File: src/rtl/canvas_pkg.sv
// canvas_pkg: constants shared by the colour selector, canvas_writer and VGA scan-out.
// Holds the canvas geometry defaults, the 3-bit colour codes and the writer state enum.
package canvas_pkg;

  // Default canvas geometry and brush size
  localparam int DEFAULT_CANVAS_W = 160;
  localparam int DEFAULT_CANVAS_H = 120;
  localparam int DEFAULT_BRUSH    = 3;

  // Writer FSM states
  typedef enum logic [1:0] {
    IDLE   = 2'b00,
    STROKE = 2'b01,
    CLEAR  = 2'b10
  } canvas_state_e;

  // 3-bit colour codes; white doubles as the erase colour
  localparam logic [2:0] COLOR_BLACK   = 3'b000;
  localparam logic [2:0] COLOR_BLUE    = 3'b001;
  localparam logic [2:0] COLOR_GREEN   = 3'b010;
  localparam logic [2:0] COLOR_CYAN    = 3'b011;
  localparam logic [2:0] COLOR_RED     = 3'b100;
  localparam logic [2:0] COLOR_MAGENTA = 3'b101;
  localparam logic [2:0] COLOR_YELLOW  = 3'b110;
  localparam logic [2:0] COLOR_WHITE   = 3'b111;

endpackage

File: src/rtl/canvas_writer_brush_scan.sv
// brush_scan: walks the brush offsets dx/dy = -R..R row-major around a latched
// cursor, reporting whether the current pixel lies on the canvas, its linear
// address and whether this is the final offset. The row base address is
// accumulated (+CANVAS_W per row) so no multiplier is needed.
module brush_scan
  import canvas_pkg::*;
#(
  parameter int CANVAS_W = DEFAULT_CANVAS_W,
  parameter int CANVAS_H = DEFAULT_CANVAS_H,
  parameter int BRUSH    = DEFAULT_BRUSH,
  parameter int X_W      = $clog2(CANVAS_W),
  parameter int Y_W      = $clog2(CANVAS_H),
  parameter int ADDR_W   = $clog2(CANVAS_W * CANVAS_H)
) (
  input  logic              clk,
  input  logic              rst,
  input  logic              start,
  input  logic              advance,
  input  logic [X_W-1:0]    cursor_x,
  input  logic [Y_W-1:0]    cursor_y,
  output logic              in_bounds,
  output logic [ADDR_W-1:0] addr,
  output logic              last
);

  localparam int OW = 5;
  localparam int R  = (BRUSH - 1) / 2;
  localparam logic signed [OW-1:0] R_S     = OW'(R);
  localparam logic signed [OW-1:0] NEG_R_S = -R_S;
  localparam logic [31:0]          CW_K    = 32'(CANVAS_W);
  localparam logic [ADDR_W-1:0]    ROW_STEP    = ADDR_W'(CANVAS_W);
  localparam logic [ADDR_W-1:0]    ROW_OFFSET  = ADDR_W'(R * CANVAS_W);
  localparam logic [X_W:0]         CW_LIMIT    = (X_W + 1)'(CANVAS_W);
  localparam logic [Y_W:0]         CH_LIMIT    = (Y_W + 1)'(CANVAS_H);

  // Shift-and-add y*CANVAS_W; CANVAS_W is constant so this folds to a few adders.
  // Arithmetic is modulo 2^ADDR_W, which is exact for every in-bounds pixel.
  function automatic logic [ADDR_W-1:0] row_base_of(input logic [Y_W-1:0] y);
    logic [ADDR_W-1:0] acc;
    logic [ADDR_W-1:0] yw;
    acc = '0;
    yw  = ADDR_W'(y);
    for (int i = 0; i < 32; i++) begin
      if (CW_K[i]) begin
        acc = acc + (yw << i);
      end else begin
        acc = acc;
      end
    end
    return acc;
  endfunction

  logic signed [OW-1:0] dx_r;
  logic signed [OW-1:0] dy_r;
  logic [X_W-1:0]       cx_r;
  logic [Y_W-1:0]       cy_r;
  logic [ADDR_W-1:0]    row_base_r;
  logic signed [X_W:0]  x_s;
  logic signed [Y_W:0]  y_s;

  // Offset counters and row base: load at stroke start, step once per cycle
  always_ff @(posedge clk or posedge rst) begin
    if (rst) begin
      dx_r       <= '0;
      dy_r       <= '0;
      cx_r       <= '0;
      cy_r       <= '0;
      row_base_r <= '0;
    end else if (start) begin
      dx_r       <= NEG_R_S;
      dy_r       <= NEG_R_S;
      cx_r       <= cursor_x;
      cy_r       <= cursor_y;
      row_base_r <= row_base_of(cursor_y) - ROW_OFFSET;
    end else if (advance) begin
      if (dx_r == R_S) begin
        dx_r       <= NEG_R_S;
        dy_r       <= dy_r + OW'(1);
        row_base_r <= row_base_r + ROW_STEP;
      end else begin
        dx_r       <= dx_r + OW'(1);
      end
    end else begin
      dx_r       <= dx_r;
      dy_r       <= dy_r;
      row_base_r <= row_base_r;
    end
  end

  // Pixel coordinates, bounds check and linear address of the current offset
  always_comb begin
    x_s       = $signed({1'b0, cx_r}) + (X_W + 1)'(dx_r);
    y_s       = $signed({1'b0, cy_r}) + (Y_W + 1)'(dy_r);
    in_bounds = !x_s[X_W] && ($unsigned(x_s) < CW_LIMIT) &&
                !y_s[Y_W] && ($unsigned(y_s) < CH_LIMIT);
    addr      = row_base_r + ADDR_W'(x_s);
    last      = (dx_r == R_S) && (dy_r == R_S);
  end

endmodule

File: src/rtl/canvas_writer.sv
// canvas_writer: converts paint/clear requests into one-pixel-per-clock writes
// on the canvas frame-buffer port. Paint stamps a BRUSH x BRUSH square around the
// cursor; clear floods the canvas white. All outputs are registered.
// Optional build macro CANVAS_REPEAT_FILTER_EN: suppress a paint request whose
// cursor and colour match the last completed stroke (cleared by CLEAR or rst).
module canvas_writer
  import canvas_pkg::*;
#(
  parameter int CANVAS_W = DEFAULT_CANVAS_W,
  parameter int CANVAS_H = DEFAULT_CANVAS_H,
  parameter int BRUSH    = DEFAULT_BRUSH,
  localparam int X_W     = $clog2(CANVAS_W),
  localparam int Y_W     = $clog2(CANVAS_H),
  localparam int ADDR_W  = $clog2(CANVAS_W * CANVAS_H)
) (
  input  logic              clk,
  input  logic              rst,
  input  logic [2:0]        color,
  input  logic [X_W-1:0]    cursor_x,
  input  logic [Y_W-1:0]    cursor_y,
  input  logic              paint,
  input  logic              clear,
  output logic              we,
  output logic [ADDR_W-1:0] waddr,
  output logic [2:0]        wdata,
  output logic              busy
);

  localparam logic [ADDR_W-1:0] LAST_ADDR = ADDR_W'(CANVAS_W * CANVAS_H - 1);

  canvas_state_e     state_r;
  canvas_state_e     state_next;
  logic              scan_start_s;
  logic              scan_adv_s;
  logic              clr_start_s;
  logic              repeat_hit_s;
  logic              scan_in_bounds_s;
  logic              scan_last_s;
  logic [ADDR_W-1:0] scan_addr_s;
  logic [2:0]        color_r;
  logic [ADDR_W-1:0] clr_addr_r;
  logic              we_r;
  logic [ADDR_W-1:0] waddr_r;
  logic [2:0]        wdata_r;
  logic              busy_r;

  brush_scan #(
    .CANVAS_W (CANVAS_W),
    .CANVAS_H (CANVAS_H),
    .BRUSH    (BRUSH),
    .X_W      (X_W),
    .Y_W      (Y_W),
    .ADDR_W   (ADDR_W)
  ) u_brush_scan (
    .clk       (clk),
    .rst       (rst),
    .start     (scan_start_s),
    .advance   (scan_adv_s),
    .cursor_x  (cursor_x),
    .cursor_y  (cursor_y),
    .in_bounds (scan_in_bounds_s),
    .addr      (scan_addr_s),
    .last      (scan_last_s)
  );

`ifdef CANVAS_REPEAT_FILTER_EN
  logic           rec_valid_r;
  logic [X_W-1:0] rec_x_r;
  logic [Y_W-1:0] rec_y_r;
  logic [2:0]     rec_color_r;
  logic [X_W-1:0] stroke_x_r;
  logic [Y_W-1:0] stroke_y_r;

  // Remember the stroke in flight and record it once its last pixel is issued
  always_ff @(posedge clk or posedge rst) begin
    if (rst) begin
      rec_valid_r <= 1'b0;
      rec_x_r     <= '0;
      rec_y_r     <= '0;
      rec_color_r <= 3'b000;
      stroke_x_r  <= '0;
      stroke_y_r  <= '0;
    end else begin
      if (scan_start_s) begin
        stroke_x_r <= cursor_x;
        stroke_y_r <= cursor_y;
      end else begin
        stroke_x_r <= stroke_x_r;
        stroke_y_r <= stroke_y_r;
      end
      if ((state_r == STROKE) && scan_last_s) begin
        rec_valid_r <= 1'b1;
        rec_x_r     <= stroke_x_r;
        rec_y_r     <= stroke_y_r;
        rec_color_r <= color_r;
      end else if ((state_r == CLEAR) && (clr_addr_r == LAST_ADDR)) begin
        rec_valid_r <= 1'b0;
      end else begin
        rec_valid_r <= rec_valid_r;
      end
    end
  end

  assign repeat_hit_s = rec_valid_r && (cursor_x == rec_x_r) &&
                        (cursor_y == rec_y_r) && (color == rec_color_r);
`else
  assign repeat_hit_s = 1'b0;
`endif

  // FSM state register
  always_ff @(posedge clk or posedge rst) begin
    if (rst) begin
      state_r <= IDLE;
    end else begin
      state_r <= state_next;
    end
  end

  // FSM next state and control strobes; clear wins over paint in IDLE
  always_comb begin
    state_next   = state_r;
    scan_start_s = 1'b0;
    scan_adv_s   = 1'b0;
    clr_start_s  = 1'b0;
    case (state_r)
      IDLE: begin
        if (clear) begin
          state_next  = CLEAR;
          clr_start_s = 1'b1;
        end else if (paint && !repeat_hit_s) begin
          state_next   = STROKE;
          scan_start_s = 1'b1;
        end else begin
          state_next = IDLE;
        end
      end
      STROKE: begin
        scan_adv_s = 1'b1;
        if (scan_last_s) begin
          state_next = IDLE;
        end else begin
          state_next = STROKE;
        end
      end
      CLEAR: begin
        if (clr_addr_r == LAST_ADDR) begin
          state_next = IDLE;
        end else begin
          state_next = CLEAR;
        end
      end
      default: begin
        state_next = IDLE;
      end
    endcase
  end

  // Stroke colour latch and clear sweep address
  always_ff @(posedge clk or posedge rst) begin
    if (rst) begin
      color_r    <= 3'b000;
      clr_addr_r <= '0;
    end else begin
      if (scan_start_s) begin
        color_r <= color;
      end else begin
        color_r <= color_r;
      end
      if (clr_start_s) begin
        clr_addr_r <= '0;
      end else if (state_r == CLEAR) begin
        clr_addr_r <= clr_addr_r + ADDR_W'(1);
      end else begin
        clr_addr_r <= clr_addr_r;
      end
    end
  end

  // Register the write port from the current brush offset or sweep address
  always_ff @(posedge clk or posedge rst) begin
    if (rst) begin
      we_r    <= 1'b0;
      waddr_r <= '0;
      wdata_r <= 3'b000;
      busy_r  <= 1'b0;
    end else begin
      case (state_r)
        STROKE: begin
          we_r    <= scan_in_bounds_s;
          if (scan_in_bounds_s) begin
            waddr_r <= scan_addr_s;
          end else begin
            waddr_r <= waddr_r;
          end
          wdata_r <= color_r;
          busy_r  <= 1'b1;
        end
        CLEAR: begin
          we_r    <= 1'b1;
          waddr_r <= clr_addr_r;
          wdata_r <= COLOR_WHITE;
          busy_r  <= 1'b1;
        end
        default: begin
          we_r    <= 1'b0;
          waddr_r <= waddr_r;
          wdata_r <= wdata_r;
          busy_r  <= 1'b0;
        end
      endcase
    end
  end

  assign we    = we_r;
  assign waddr = waddr_r;
  assign wdata = wdata_r;
  assign busy  = busy_r;

endmodule

File: config.mk
export PLATFORM = sky130hd
export DESIGN_NAME = canvas_writer
export DESIGN_NICKNAME = d
export VERILOG_FILES = /design/src/rtl/canvas_pkg.sv /design/src/rtl/canvas_writer_brush_scan.sv /design/src/rtl/canvas_writer.sv
export SDC_FILE = /design/constraint.sdc
export NUM_CORES = 1
export LEC_CHECK = 0
export ABC_AREA = 1
export BUFFER_PORTS_ARGS = -buffer_cell sky130_fd_sc_hd__buf_4
export CORE_MARGIN = 3
export CORE_UTILIZATION = 45
export CTS_BUF_LIST = sky130_fd_sc_hd__clkbuf_4 sky130_fd_sc_hd__clkbuf_8 sky130_fd_sc_hd__clkbuf_16
export CTS_CLUSTER_DIAMETER = 50
export DETAILED_ROUTE_END_ITERATION = 10
export PLACE_DENSITY = 0.69
export SYNTH_ARGS = -nofsm -noshare
export SYNTH_HDL_FRONTEND = slang
export SYNTH_SLANG_ARGS = --single-unit
File: constraint.sdc
create_clock -name clk -period 3.1 [get_ports clk]
set_input_delay 0.465 -clock clk [delete_from_list [all_inputs] [get_ports clk]]
set_output_delay 0.465 -clock clk [all_outputs]
set_load 0.05 [all_outputs]
* Word-level counts from Yosys, hierarchy flattened *
Index checks and enable logic that the tools add are counted.

storage, ports and cells
  register bits after elaboration = 80
  input bits = 22
  output and inout port bits = 20

operators by class
  $add $sub $neg = 10
  order comparisons = 2
  equality and inequality tests = 6
  multiplexer cells = 30
  reduce and logical (&&, ||, !) cells = 14

operator list
  operator                                                                       count
  15-bit two-way mux                                                             9
  5-bit two-way mux                                                              6
  15-bit one-hot mux with 2 select lines                                         1
  15-bit by 1-bit adder with 15-bit output (second input constant)               1
  15-bit by 12-bit adder with 15-bit output                                      1
  15-bit by 14-bit adder with 15-bit output                                      1
  15-bit adder                                                                   1
  15-bit by 8-bit adder with 15-bit output (second input constant)               1
  15-bit == test (second input constant)                                         1
  15-bit by 8-bit subtractor with 15-bit output (second input constant)          1
  5-bit by 2-bit adder with 5-bit output (second input constant)                 2
  5-bit by 2-bit == test with 1-bit output (second input constant)               2
  9-bit by 5-bit adder with 9-bit output                                         1
  9-bit by 8-bit less-than comparator with 1-bit output (second input constant)  1
  1-bit two-way mux                                                              9
  8-bit by 5-bit adder with 8-bit output                                         1
  8-bit by 7-bit less-than comparator with 1-bit output (second input constant)  1
  2-bit nonzero test                                                             4
  2-bit one-hot mux with 3 select lines                                          1
  3-bit one-hot mux with 2 select lines                                          1
  1-bit logical AND                                                              4
  2-bit two-way mux                                                              2
  2-bit AND reduction                                                            2
  2-bit by 1-bit == test with 1-bit output (second input constant)               1
  6 further kinds                                                                7

* Logic depth before layout (Yosys ltp) *
  word-level depth = 10
  mapped depth = 22

* Cells and area by module *
Synthesis repeated with hierarchy kept, for this count alone.

unflattened totals
  cells, all modules = 740
  area, all modules = 5310.1 um2

modules (own cells, without submodules)
  module         instances  cells each  area an instance (um2)  sequential area each (um2)
  brush_scan     1          490         3298.2                  875.8
  canvas_writer  1          250         2011.9                  1001.0

* Worst setup path before layout *
Ideal clock, no wire load.

  path kind = flip-flop to flip-flop
  start point = register u_brush_scan.dx_r[0]
  end point = register waddr_r[13] (netlist: waddr[13])
  setup time = 0.118 ns
  arrival = 2.798 ns
  required time = 2.982 ns
  setup slack = 0.184 ns
  stages on the path, launching flop included = 21
  cell sequence = dfrtp_1 > ha_1 > inv_1 > fa_1 > inv_1 > nand3_1 > nand2_1 > nand2_2 > nand2_1 > nand2_2 > nand2_2 > ha_1 > a21oi_1 > o21ai_0 > nand4_1 > nand2_1 > or2_2 > nand3_1 > nand2_1 > nand2_1 > nand2_1

between the ends
  longest elaborated chain between the ends = 7
  elaborated cells on any way between the ends = 11
  classes of those cells = 2 x add/sub; 1 x order compare; 1 x eq/ne; 2 x mux; 5 x reduce/logical

RTL lines
  what                                                                                             line                            text
  from (decl)                                                                                      canvas_writer_brush_scan.sv:53  logic signed [OW-1:0] dx_r;
  from (signal assigned)                                                                           canvas_writer_brush_scan.sv:81  dx_r <= dx_r + OW'(1);
  from (signal assigned)                                                                           canvas_writer_brush_scan.sv:84  dx_r <= dx_r;
  9-bit by 5-bit adder with 9-bit output *                                                         canvas_writer_brush_scan.sv:92  x_s = $signed({1'b0, cx_r}) + (X_W + 1)'(dx_r);
  9-bit by 8-bit less-than comparator with 1-bit output / 1-bit zero test (equally long branches)  canvas_writer_brush_scan.sv:94  in_bounds = !x_s[X_W] && ($unsigned(x_s) < CW_LIMIT) &&
  1-bit logical AND (2 in a row)                                                                   canvas_writer_brush_scan.sv:94
  1-bit logical AND                                                                                canvas_writer_brush_scan.sv:95  !y_s[Y_W] && ($unsigned(y_s) < CH_LIMIT);
  2-bit != test (no line)                                                                          n/a
  2-bit AND reduction (no line)                                                                    n/a
  to (signal assigned)                                                                             canvas_writer.sv:191            waddr_r <= scan_addr_s;
  to (signal assigned)                                                                             canvas_writer.sv:193            waddr_r <= waddr_r;
  to (signal assigned)                                                                             canvas_writer.sv:200            waddr_r <= clr_addr_r;
  to (decl)                                                                                        canvas_writer.sv:43             logic [ADDR_W-1:0] waddr_r;

Mark *: on every way between the ends. The rest lies on a longest branch, timed or not. The select of a mux whose other input is x is not followed.
A chain may end at the register's enable or synchronous reset.

* Worst setup path in the final report *
  start point = register u_brush_scan.cx_r[0]
  end point = register waddr_r[13] (netlist: waddr[13])

between the ends
  longest elaborated chain between the ends = 7
  elaborated cells on any way between the ends = 11
  classes of those cells = 2 x add/sub; 1 x order compare; 1 x eq/ne; 2 x mux; 5 x reduce/logical

RTL lines
  what                                                                                             line                            text
  from (decl)                                                                                      canvas_writer_brush_scan.sv:55  logic [X_W-1:0] cx_r;
  from (signal assigned)                                                                           canvas_writer_brush_scan.sv:72  cx_r <= cursor_x;
  9-bit by 5-bit adder with 9-bit output *                                                         canvas_writer_brush_scan.sv:92
  9-bit by 8-bit less-than comparator with 1-bit output / 1-bit zero test (equally long branches)  canvas_writer_brush_scan.sv:94
  1-bit logical AND (2 in a row)                                                                   canvas_writer_brush_scan.sv:94
  1-bit logical AND                                                                                canvas_writer_brush_scan.sv:95
  2-bit != test (no line)                                                                          n/a
  2-bit AND reduction (no line)                                                                    n/a

Marks and branches as above.

==> results by group <==
Status
  • Status: finished clean

Flow run
  • MaxCap Viol Count: 0

Detailed routing
  • DRT Pass-1 Iters: 6
  • Vias per inst: 5.39
  • Final WL: 13400 µm
  • DRC: 0
  • WL per Instance: 14.3 µm
  • Via count: 5033
  • DRT iter0 DRCs: 437
  • Antenna Nets Post-Route: 0

Yosys
  • Synthesized area: 5300 µm²
  • Post-synthesis adder-cell area fraction: 10.9%
  • EDFF count, synth: 0
  • Yosys reg bits: 75
  • Cell count after synthesis: 737
  • Synth Area in Simple Gates: 30.0%
  • Mean post-synth cell area: 7.19 µm²
  • Ys async rst share: 100%
  • YS warnings: 0
  • Register area share after synthesis: 35.4%
  • Post-Synth XOR/XNOR Area: 2.98%
  • Post-synthesis compound-gate area fraction: 12.2%
  • Post-synth cell types: 39
  • Largest family of logic cells by synthesized area: simple AND/OR/NAND/NOR gates
  • Post-synthesis mux area share: 0%
  • Synth Net Count: 804
  • Prevailing post-synth register cell: dfrtp_1

STA
  • Final period utilization: 94.8%
  • Max Clock Freq: 340 MHz
  • Slew margin rel.: 54.7%
  • Min Tclk post-route: 2.94 ns
  • Fin Setup TNS: 0 ns
  • Final Setup Violations: 0
  • Max-slew violations: 0
  • Final Skew: 0.00505 ns
  • Final number of hold-violating endpoints: 0
  • Worst slew pin tran: 0.678 ns

Worst setup path
  • Worst-path maximum fanout: 5
  • Crit path DAT: 3.17 ns
  • Crit start category: flop
  • WP data required: 3.33 ns
  • CP Capture Type: flop
  • Kind of critical path: flop to flop

Die
  • Rows: 38
  • Core ar.: 11200 µm²
  • Die Footprint: 13100 µm²
  • Die extent in y: 114 µm
  • Chip Width: 114 µm
  • Initial core utilization: 47.4%
  • Ports: 42

Min path
  • Min-delay worst type: input pin to async pin

Layout
  • Layout cells sized above 1: 13.6%
  • Register area: 1880 µm²
  • Fillers: 1051
  • Layout area overhead: 17.8%
  • Ant. Diodes: 0
  • Final std cells w/o fill: 934
  • Layout net count: 856
  • Area of the multi-input gates: 3070 µm²

Clock network
  • Cts bufs inserted: 9
  • Root Buffer: clkbuf_16
  • TritonCTS clock tree: yes
  • Deepest level of the CTS H-tree: 3
  • Clk_lat worst skew: 0.34 ns
  • Clk buf depth: 2
  • Clock transition at the registers of the reported paths: 0.06 ns
  • Clock Sinks: 75

Global routing
  • Largest net degree at the start of global routing: 34
  • Vias in the first global route: 4830
  • First-pass GRT wire length: 22400 µm
  • Total GRT Usage: 21.2%
  • Initial antenna violation count: 0
  • Total global routing overflow: 0

Placed design
  • Gp weighted congestion: 0.928
  • Post-DP HPWL: 9640 µm
  • # port buffers: 41
  • Cells after DPL: 914
==> sequential cells by signal, indices dropped and copies added (netlist names) <==
signal,count
clr_addr_r,15
waddr,15
u_brush_scan.row_base_r,10
u_brush_scan.cx_r,8
u_brush_scan.cy_r,7
u_brush_scan.dx_r,5
u_brush_scan.dy_r,5
color_r,3
wdata,3
state_r,2
busy,1
we,1
==> Yosys cell counts (5+ instances only) <==
library cell    n  area [µm²]
nor2_1         43         161
nand3_1        69         345
clkbuf_1       13        48.8
o21ai_0        45         225
nand2_1       205         769
dfrtp_1        75        1880
inv_1          94         353
nor3_1         12        60.1
nand4_1        16         100
ha_1           43         538
o21a_1          5        37.5
xnor2_1         8        70.1
a21oi_1        45         225
xor2_1         10        87.6
==> through the flow <==
stage	hold WS, ns	area [µm²]	utilization [%]	setup WS [ns]
2_1_floorplan	0.437	5300	-	0.184
3_3_place_gp	0.415	5800	51.9	0.0745
3_5_place_dp	0.425	5800	51.9	-0.0337
4_1_cts	0.0591	6130	54.8	0.0258
5_1_grt	0.0680	6240	55.9	-0.0603
6_report	0.0557	6240	55.9	0.161
==> cells by family (layout without fill, tap and decap cells) <==
| family | after synthesis | after routing |
|---|---|---|
| xor+xnor | 18 | 18 |
| compound gates | 118 | 118 |
| buf+inv | 116 | 172 |
| other cells | 1 | 1 |
| simple gates | 364 | 365 |
| fa+ha+maj | 45 | 45 |
| flops | 75 | 75 |
==> worst max-delay path, stage by stage (launching register included) <==
cell and delay [ns]:
dfrtp_1 0.36, ha_2 0.21, inv_1 0.06, fa_2 0.34, inv_1 0.10, nand3_2 0.08
nand2_2 0.09, nand2_2 0.07, nand2_1 0.10, nand2_2 0.10, nand2_4 0.13, ha_1 0.27
a21oi_2 0.16, o21ai_2 0.09, nand4_1 0.10, nand2_1 0.08, or2_2 0.27, nand3_1 0.06
nand2_1 0.05, nand2_1 0.05, nand2_1 0.05
==> routing by layer <==
layer | track usage (%) | up-vias | wire length (µm)
li1 | - | 2519 | -
met1 | 28.5 | 2347 | 6170
met2 | 34.4 | 151 | 6310
met3 | 4.92 | 16 | 740
met4 | 5.78 | 0 | 182
met5 | 0 | - | 0
==> worst paths after layout <==
kind,startpoint,end,slack [ns],depth (start not counted)
min in group clk,cursor_x[2],u_brush_scan.cx_r[2],0.33,3
min reg2reg,u_brush_scan.cy_r[0],u_brush_scan.cy_r[0],0.48,2
max,u_brush_scan.cx_r[0],waddr[13],0.16,20
max reg2reg,u_brush_scan.cx_r[0],waddr[13],0.16,20
max in group asynchronous,rst,we,2.31,3
min,rst,u_brush_scan.dx_r[1],0.06,2
==> final cells by class <==
class                      count  area share, %
timing repair buffer          57           6.86
clock buffer                  15           4.63
clock inverter                 1          0.481
sequential                    75           30.1
tap                          140           2.81
inverter                      99           5.95
multi-input combinational    547           49.2
==> layout by cell type (no fill, tap or decap), drive strengths merged <==
master,n
a211oi,4
o22ai,3
nand2,211
buf,57
nand3b,3
nand4,17
and2,1
bufinv,1
nor4,3
dfrtp,75
o21bai,2
clkinv,1
xnor2,8
o21ai,49
a31oi,4
clkbuf,15
fa,2
conb,1
nor3,12
ha,43
nor2,45
nand3,70
a21oi,47
inv,98
o211ai,4
o21a,5
xor2,10
or2,3
==> what timing repair did <==
action	CTS	global route
gates resized for setup	1	18
buffers inserted	0	3
cloned	0	1
pin swaps	0	6
endpoints found under the setup margin	1	6
hold buffers	0	0
Power is left out: the tool's default activity adds up to more than one toggle a clock period on the data nets, which glitch-free logic cannot reach.
